<file path="src/rtl/axi_hist_updater_if.sv">
// Simplified AXI-lite register bus: AW/W/AR with valid/ready, R with rvalid only, no B channel.
interface axi_hist_updater_if #(
    parameter int ADDR_W = 8,
    parameter int DATA_W = 32
);
    logic [ADDR_W-1:0] awaddr;
    logic              awvalid;
    logic              awready;
    logic [DATA_W-1:0] wdata;
    logic              wvalid;
    logic              wready;
    logic [ADDR_W-1:0] araddr;
    logic              arvalid;
    logic              arready;
    logic [DATA_W-1:0] rdata;
    logic              rvalid;

    modport master (
        output awaddr, awvalid, wdata, wvalid, araddr, arvalid,
        input  awready, wready, arready, rdata, rvalid
    );

    modport slave (
        input  awaddr, awvalid, wdata, wvalid, araddr, arvalid,
        output awready, wready, arready, rdata, rvalid
    );
endinterface

</file>
<file path="src/rtl/axi_hist_updater.sv">
// Histogram bin updater: read-modify-write increment of one bin count over AXI-lite,
// plus a sequential clear of all bins. One bus transaction in flight at a time.
module axi_hist_updater #(
    parameter int                ADDR_W   = 8,
    parameter int                DATA_W   = 32,
    parameter int                NUM_BINS = 16,
    parameter logic [ADDR_W-1:0] BIN_BASE = 8'h00
) (
    input  logic                      aclk,
    input  logic                      aresetn,
    input  logic                      bin_valid,
    input  logic [$clog2(NUM_BINS):0] bin_idx,
    output logic                      bin_ready,
    input  logic                      clr_start,
    output logic                      busy,
    output logic                      done,
    output logic                      err_range,
    output logic                      sat,
    axi_hist_updater_if.master        axi
);
    localparam int CNT_W = (NUM_BINS > 1) ? $clog2(NUM_BINS) : 1;

    typedef enum logic [2:0] {IDLE, RD_ADDR, RD_DATA, WR, CLR} state_t;

    state_t            state, state_d;
    logic [ADDR_W-1:0] araddr_q, araddr_d, awaddr_q, awaddr_d;
    logic [DATA_W-1:0] wdata_q, wdata_d;
    logic              arvalid_q, arvalid_d, awvalid_q, awvalid_d, wvalid_q, wvalid_d;
    logic [CNT_W-1:0]  clr_cnt, clr_cnt_d;
    logic              sat_pend, sat_pend_d;
    logic              done_d, err_d, sat_d;
    logic              wr_cmp, rd_take, bin_in_range, rd_max;
    logic [ADDR_W-1:0] bin_addr;

    assign bin_ready    = (state == IDLE) && !clr_start;
    assign busy         = (state != IDLE);
    assign bin_in_range = 32'(bin_idx) < 32'(NUM_BINS);
    assign bin_addr     = BIN_BASE + (ADDR_W'(bin_idx) << 2);
    assign rd_max       = (axi.rdata == '1);

    // A write channel counts as finished once its valid has dropped or it handshakes now.
    assign wr_cmp  = (!awvalid_q || axi.awready) && (!wvalid_q || axi.wready);
    assign rd_take = ((state == RD_ADDR) && axi.arready && axi.rvalid) ||
                     ((state == RD_DATA) && axi.rvalid);

    always_comb begin
        // NOTE: every signal gets its hold value first, so no path through the case infers a latch.
        state_d    = state;
        araddr_d   = araddr_q;
        awaddr_d   = awaddr_q;
        wdata_d    = wdata_q;
        arvalid_d  = arvalid_q;
        awvalid_d  = awvalid_q && !axi.awready;
        wvalid_d   = wvalid_q && !axi.wready;
        clr_cnt_d  = clr_cnt;
        sat_pend_d = sat_pend;
        done_d     = 1'b0;
        err_d      = 1'b0;
        sat_d      = 1'b0;

        unique case (state)
            IDLE: begin
                if (clr_start) begin
                    state_d   = CLR;
                    awaddr_d  = BIN_BASE;
                    wdata_d   = '0;
                    awvalid_d = 1'b1;
                    wvalid_d  = 1'b1;
                    clr_cnt_d = '0;
                end else if (bin_valid) begin
                    if (bin_in_range) begin
                        state_d   = RD_ADDR;
                        araddr_d  = bin_addr;
                        arvalid_d = 1'b1;
                    end else begin
                        err_d = 1'b1;
                    end
                end
            end
            RD_ADDR: begin
                if (axi.arready) begin
                    arvalid_d = 1'b0;
                    state_d   = RD_DATA;
                end
            end
            RD_DATA: ;
            WR: begin
                if (wr_cmp) begin
                    state_d = IDLE;
                    done_d  = 1'b1;
                    sat_d   = sat_pend;
                end
            end
            CLR: begin
                if (wr_cmp) begin
                    if (clr_cnt == CNT_W'(NUM_BINS - 1)) begin
                        state_d = IDLE;
                        done_d  = 1'b1;
                    end else begin
                        clr_cnt_d = clr_cnt + 1'b1;
                        awaddr_d  = awaddr_q + ADDR_W'(4);
                        awvalid_d = 1'b1;
                        wvalid_d  = 1'b1;
                    end
                end
            end
            default: state_d = IDLE;
        endcase

        // A saturated bin is rewritten unchanged so the count never wraps to zero.
        if (rd_take) begin
            state_d    = WR;
            awaddr_d   = araddr_q;
            wdata_d    = rd_max ? axi.rdata : axi.rdata + DATA_W'(1);
            sat_pend_d = rd_max;
            awvalid_d  = 1'b1;
            wvalid_d   = 1'b1;
        end
    end

    always_ff @(posedge aclk or negedge aresetn) begin
        if (!aresetn) begin
            state     <= IDLE;
            araddr_q  <= '0;
            awaddr_q  <= '0;
            wdata_q   <= '0;
            arvalid_q <= 1'b0;
            awvalid_q <= 1'b0;
            wvalid_q  <= 1'b0;
            clr_cnt   <= '0;
            sat_pend  <= 1'b0;
            done      <= 1'b0;
            err_range <= 1'b0;
            sat       <= 1'b0;
        end else begin
            // NOTE: non-blocking assignments so every register samples pre-edge values.
            state     <= state_d;
            araddr_q  <= araddr_d;
            awaddr_q  <= awaddr_d;
            wdata_q   <= wdata_d;
            arvalid_q <= arvalid_d;
            awvalid_q <= awvalid_d;
            wvalid_q  <= wvalid_d;
            clr_cnt   <= clr_cnt_d;
            sat_pend  <= sat_pend_d;
            done      <= done_d;
            err_range <= err_d;
            sat       <= sat_d;
        end
    end

    assign axi.araddr  = araddr_q;
    assign axi.arvalid = arvalid_q;
    assign axi.awaddr  = awaddr_q;
    assign axi.awvalid = awvalid_q;
    assign axi.wdata   = wdata_q;
    assign axi.wvalid  = wvalid_q;
endmodule

</file>
<file path="src/flat_wrapper.sv">
// flat-port wrapper written by rule: the top's interface ports become plain ports
module axi_hist_updater_flat 
#(
    parameter int                ADDR_W   = 8,
    parameter int                DATA_W   = 32,
    parameter int                NUM_BINS = 16,
    parameter logic [ADDR_W-1:0] BIN_BASE = 8'h00
)
  (aclk, aresetn, bin_valid, bin_idx, bin_ready, clr_start, busy, done, err_range, sat, axi_awaddr, axi_awvalid, axi_wdata, axi_wvalid, axi_araddr, axi_arvalid, axi_awready, axi_wready, axi_arready, axi_rdata, axi_rvalid);
  axi_hist_updater_if #(.ADDR_W(ADDR_W), .DATA_W(DATA_W)) axi_i ();
  input  logic aclk;
  input  logic aresetn;
  input  logic bin_valid;
  input  logic [$clog2(NUM_BINS):0] bin_idx;
  output logic bin_ready;
  input  logic clr_start;
  output logic busy;
  output logic done;
  output logic err_range;
  output logic sat;
  output wire logic [$bits(axi_i.awaddr)-1:0] axi_awaddr;
  output wire logic [$bits(axi_i.awvalid)-1:0] axi_awvalid;
  output wire logic [$bits(axi_i.wdata)-1:0] axi_wdata;
  output wire logic [$bits(axi_i.wvalid)-1:0] axi_wvalid;
  output wire logic [$bits(axi_i.araddr)-1:0] axi_araddr;
  output wire logic [$bits(axi_i.arvalid)-1:0] axi_arvalid;
  input wire logic [$bits(axi_i.awready)-1:0] axi_awready;
  input wire logic [$bits(axi_i.wready)-1:0] axi_wready;
  input wire logic [$bits(axi_i.arready)-1:0] axi_arready;
  input wire logic [$bits(axi_i.rdata)-1:0] axi_rdata;
  input wire logic [$bits(axi_i.rvalid)-1:0] axi_rvalid;
  assign axi_awaddr = axi_i.awaddr;
  assign axi_awvalid = axi_i.awvalid;
  assign axi_wdata = axi_i.wdata;
  assign axi_wvalid = axi_i.wvalid;
  assign axi_araddr = axi_i.araddr;
  assign axi_arvalid = axi_i.arvalid;
  assign axi_i.awready = axi_awready;
  assign axi_i.wready = axi_wready;
  assign axi_i.arready = axi_arready;
  assign axi_i.rdata = axi_rdata;
  assign axi_i.rvalid = axi_rvalid;
  axi_hist_updater #(.ADDR_W(ADDR_W), .DATA_W(DATA_W), .NUM_BINS(NUM_BINS), .BIN_BASE(BIN_BASE)) u_core (.aclk(aclk), .aresetn(aresetn), .bin_valid(bin_valid), .bin_idx(bin_idx), .bin_ready(bin_ready), .clr_start(clr_start), .busy(busy), .done(done), .err_range(err_range), .sat(sat), .axi(axi_i));
endmodule
</file>
<file path="config.mk">
export PLATFORM = sky130hd
export DESIGN_NAME = axi_hist_updater_flat
export DESIGN_NICKNAME = d
export VERILOG_FILES = /design/src/rtl/axi_hist_updater_if.sv /design/src/rtl/axi_hist_updater.sv /design/src/flat_wrapper.sv
export SDC_FILE = /design/constraint.sdc
export NUM_CORES = 1
export LEC_CHECK = 0
export CORE_AREA = 2 2 131 95
export DETAILED_ROUTE_END_ITERATION = 10
export DIE_AREA = 0 0 133 97
export GPL_ROUTABILITY_DRIVEN = 0
export SETUP_SLACK_MARGIN = 0.4
export SYNTH_ARGS = -nofsm -noshare
export SYNTH_HDL_FRONTEND = slang
export SYNTH_SLANG_ARGS = --single-unit
</file>
<file path="constraint.sdc">
create_clock -name aclk -period 2.1 [get_ports aclk]
set_input_delay 0.42 -clock aclk [delete_from_list [all_inputs] [get_ports aclk]]
set_output_delay 0.42 -clock aclk [all_outputs]
set_load 0.02 [all_outputs]
</file>
==> flow_metrics.tcl <==
set metrics [dict create \
    grtUsageTotal_pct 20.1 \
    end_kind "flip-flop" \
    layout-drive-gt1-share_pct 41.9 \
    tightest_slew_ns 0.630 \
    cts_num_sinks 57 \
    routed-wl-met3_um 1040 \
    final_util_pct 53.7 \
    synth_area_leader_cell "dfrtp_1" \
    hold_path.class "input pin to async pin" \
    clkLatencyLatePin_ns 0.33 \
    row_count 33 \
    dp_cells 689 \
    power_frac_seq_pct 32.1 \
    r2r_end "u_core.axi.awaddr[6]$_DFFE_PN0P_" \
    htree_num_levels 3 \
    setup_viol 0 \
    rsz0062_at_grt "yes" \
    initial_core_util_pct 29.5 \
    dieArea_um2 12900 \
    yosys-top-cells-count "dfrtp_1, nand2_1, nand3_1" \
    cts_root_buffer "clkbuf_16" \
    vias 3974 \
    grt_pass1_wl_um 20400 \
    reg2reg_depth 5 \
    coreArea_um2 11500 \
    switching_share_pct 31.8 \
    seq_area_frac_synth_pct 42.0 \
    synth_top_flop_cell "dfrtp_1" \
    p_int_mw 3.18 \
    clk_pin_slew_ns 0.05 \
    finalPower_mw 4.66 \
    numCtsBuffers 9 \
    synth_cells 368 \
    criticalPathCategory "flip-flop to flip-flop" \
    yosysWarnings 0 \
    ys_ff_latch 57 \
    holdWs_ns 0.0986 \
    synth.area.top_cells "dfrtp_1, nand2_1, nand3_1" \
    p_comb_share_pct 33.3 \
    antenna_found_initial 0 \
    drt-total-wl_um 13800 \
    final_cells 740 \
    routedWlPerCell_um 18.6 \
    dpl.hpwl_um 8970 \
    clkPwrFrac_pct 34.6 \
    synthArstFlopShare_pct 100 \
    power_density_nw_per_um2 754 \
    netlist_area_um2 3400 \
    post-route-period-util_pct 85.8 \
    wl_met1_um 6210 \
    yosysTopAreaCellShare_pct 42.0 \
    drt_iter0_drc 312 \
    yosys.cell_types.count 56 \
    diodes 0 \
    io_pins 101 \
    drc 0 \
    clk_path_buf_depth 2 \
    grt_pass1_vias 3794 \
    hold_buffers 0 \
    crit_fanout 5 \
    r2r-start "u_core.state[0]$_DFFE_PN0P_" \
    die_h_um 97 \
    max_freq_ghz 0.555 \
    p_sw_mw 1.48 \
    vdd_ir_drop_max_mv 0.393 \
    area_delta_synth_final_pct 82.1 \
    synth_most_common_cell "dfrtp_1" \
    firstDrtPassIters 5 \
    io_buffers 95 \
    cts_tree "built" \
    dr_wl_met2_um 6290 \
    synth_edf_count 0 \
    final_hold_viol_count 0 \
    die_x_um 133 \
    highest_layer "met4" \
    nets 626 \
    grt_max_degree 28 \
    reg2reg_slack_ns 0.30 \
    maxSlewViolCount 0 \
    drv_cap 0 \
    syn_avg_cell_area_um2 9.23 \
    cp.arrival_ns 2.02 \
    p_leak_nw 3.05 \
    outcome "finished, final reports clean" \
    routed_via_density 5.37 \
    setup.worst_path.start_class "flip-flop" \
    drtAntennaViolNets 0 \
    relSlewSlack_pct 58.0 \
    grt-ovfl-total 0 \
    min_period_ns 1.80 \
    fin_skew_ns 0.00512 \
    critPathRequiredTime_ns 2.31 \
]
==> state kept, by name, indices dropped and copies added, names as in the netlist <==
signal and flops:
u_core.axi.awaddr 6, u_core.state 3, u_core.axi.arvalid 1, u_core.axi.wdata 32, u_core.err_range 1, u_core.sat 1
u_core.clr_cnt 4, u_core.sat_pend 1, u_core.done 1, u_core.axi.awvalid 1, u_core.axi.araddr 5, u_core.axi.wvalid 1
==> placed cells by master, fill, tap and decap left out, types with 4 or more instances in the layout <==
master             n
clkbuf_16         12
buf_2              6
nand2_1           38
xnor2_1           10
or4_4              4
nand4_1           13
nor2b_1            5
mux2_4             5
buf_12             5
and3_1             7
buf_4            102
and4_4             8
and3_4             6
o21ai_0            7
o21ai_1            5
a31oi_1            6
dfrtp_1           55
a221o_1            6
nand3_1           26
nand3_2            4
nand2_2            8
dlygate4sd2_1     51
and2_1             4
o211ai_1          10
conb_1             5
nor2_1            14
nand2b_1           6
a21oi_1            6
a211o_1            4
or4_1              4
buf_6             35
clkdlybuf4s50_1    9
==> kinds of logic (layout without fill, tap and decap cells) <==
| group | after synthesis | in the layout | share of synthesized area [%] |
|---|---|---|---|
| fa+ha+maj | 3 | 3 | 1.11 |
| flops | 57 | 57 | 42.0 |
| xor+xnor | 12 | 12 | 3.10 |
| other cells | 1 | 5 | 0.110 |
| buf+inv | 31 | 242 | 5.12 |
| mux | 9 | 9 | 2.87 |
| simple gates | 180 | 180 | 29.2 |
| compound gates | 75 | 75 | 16.5 |
==> stage by stage <==
stage	worst slack [ns]	instance area [um2]	TNS [ns]
global route	0.275	6180	0
detailed placement	-0.484	5190	-12.13
global placement	-0.492	5190	-11.21
floorplan	0.104	3530	0
CTS	0.309	5790	0
finish	0.297	6180	0
==> repair_timing <==
action / CTS / global route
pin swaps: 27 / 33
gates cloned: 3 / 3
buffers inserted: 19 / 10
endpoints found under the setup margin: 93 / 45
gates resized for setup: 229 / 64
==> power groups by stage <==
stage	Combinational (mW)	Clock, mW	Sequential [mW]
2_1_floorplan	0.560	0	1.67
3_3_place_gp	1.44	0	1.51
3_5_place_dp	1.46	0	1.52
4_1_cts	1.46	1.63	1.50
5_1_grt	1.66	1.70	1.53
6_report	1.55	1.61	1.50
==> worst max path at each step <==
stage                                start  depth (start not counted)  slack, ns                          endpoint
6_report       u_core.state[0]$_DFFE_PN0P_                          5       0.30  u_core.axi.awaddr[6]$_DFFE_PN0P_
5_1_grt        u_core.state[0]$_DFFE_PN0P_                          5       0.27  u_core.axi.awaddr[6]$_DFFE_PN0P_
4_1_cts        u_core.state[0]$_DFFE_PN0P_                          5       0.31  u_core.axi.awaddr[6]$_DFFE_PN0P_
3_5_place_dp                 axi_rdata[13]                          8      -0.48  u_core.axi.wdata[13]$_DFFE_PN0P_
3_3_place_gp                 axi_rdata[20]                          7      -0.49  u_core.axi.wdata[25]$_DFFE_PN0P_
2_1_floorplan                axi_rdata[25]                          9       0.10   u_core.axi.wdata[7]$_DFFE_PN0P_
==> worst max-delay path, cell delays in order, from the launching register on <==
cell and delay [ns]:
dfrtp_1 0.43, buf_6 0.16, nor3b_4 0.22, and4_4 0.29, mux2_4 0.30, a221o_1 0.28
==> metal layers <==
layer	vias up	global-route usage, %
met1	1958	27.7
met5	-	0
met4	0	7.11
met2	185	30.1
met3	19	5.71
li1	1812	-
==> cell type report <==
cell class	instances	area [um2]
clock buffer	10	239
clock inverter	6	90.1
fill	993	5340
inverter	5	18.8
multi-input combinational	284	2170
sequential	57	1430
tap	157	196
timing repair buffer	221	2040
(Power assumes the default switching activity.)
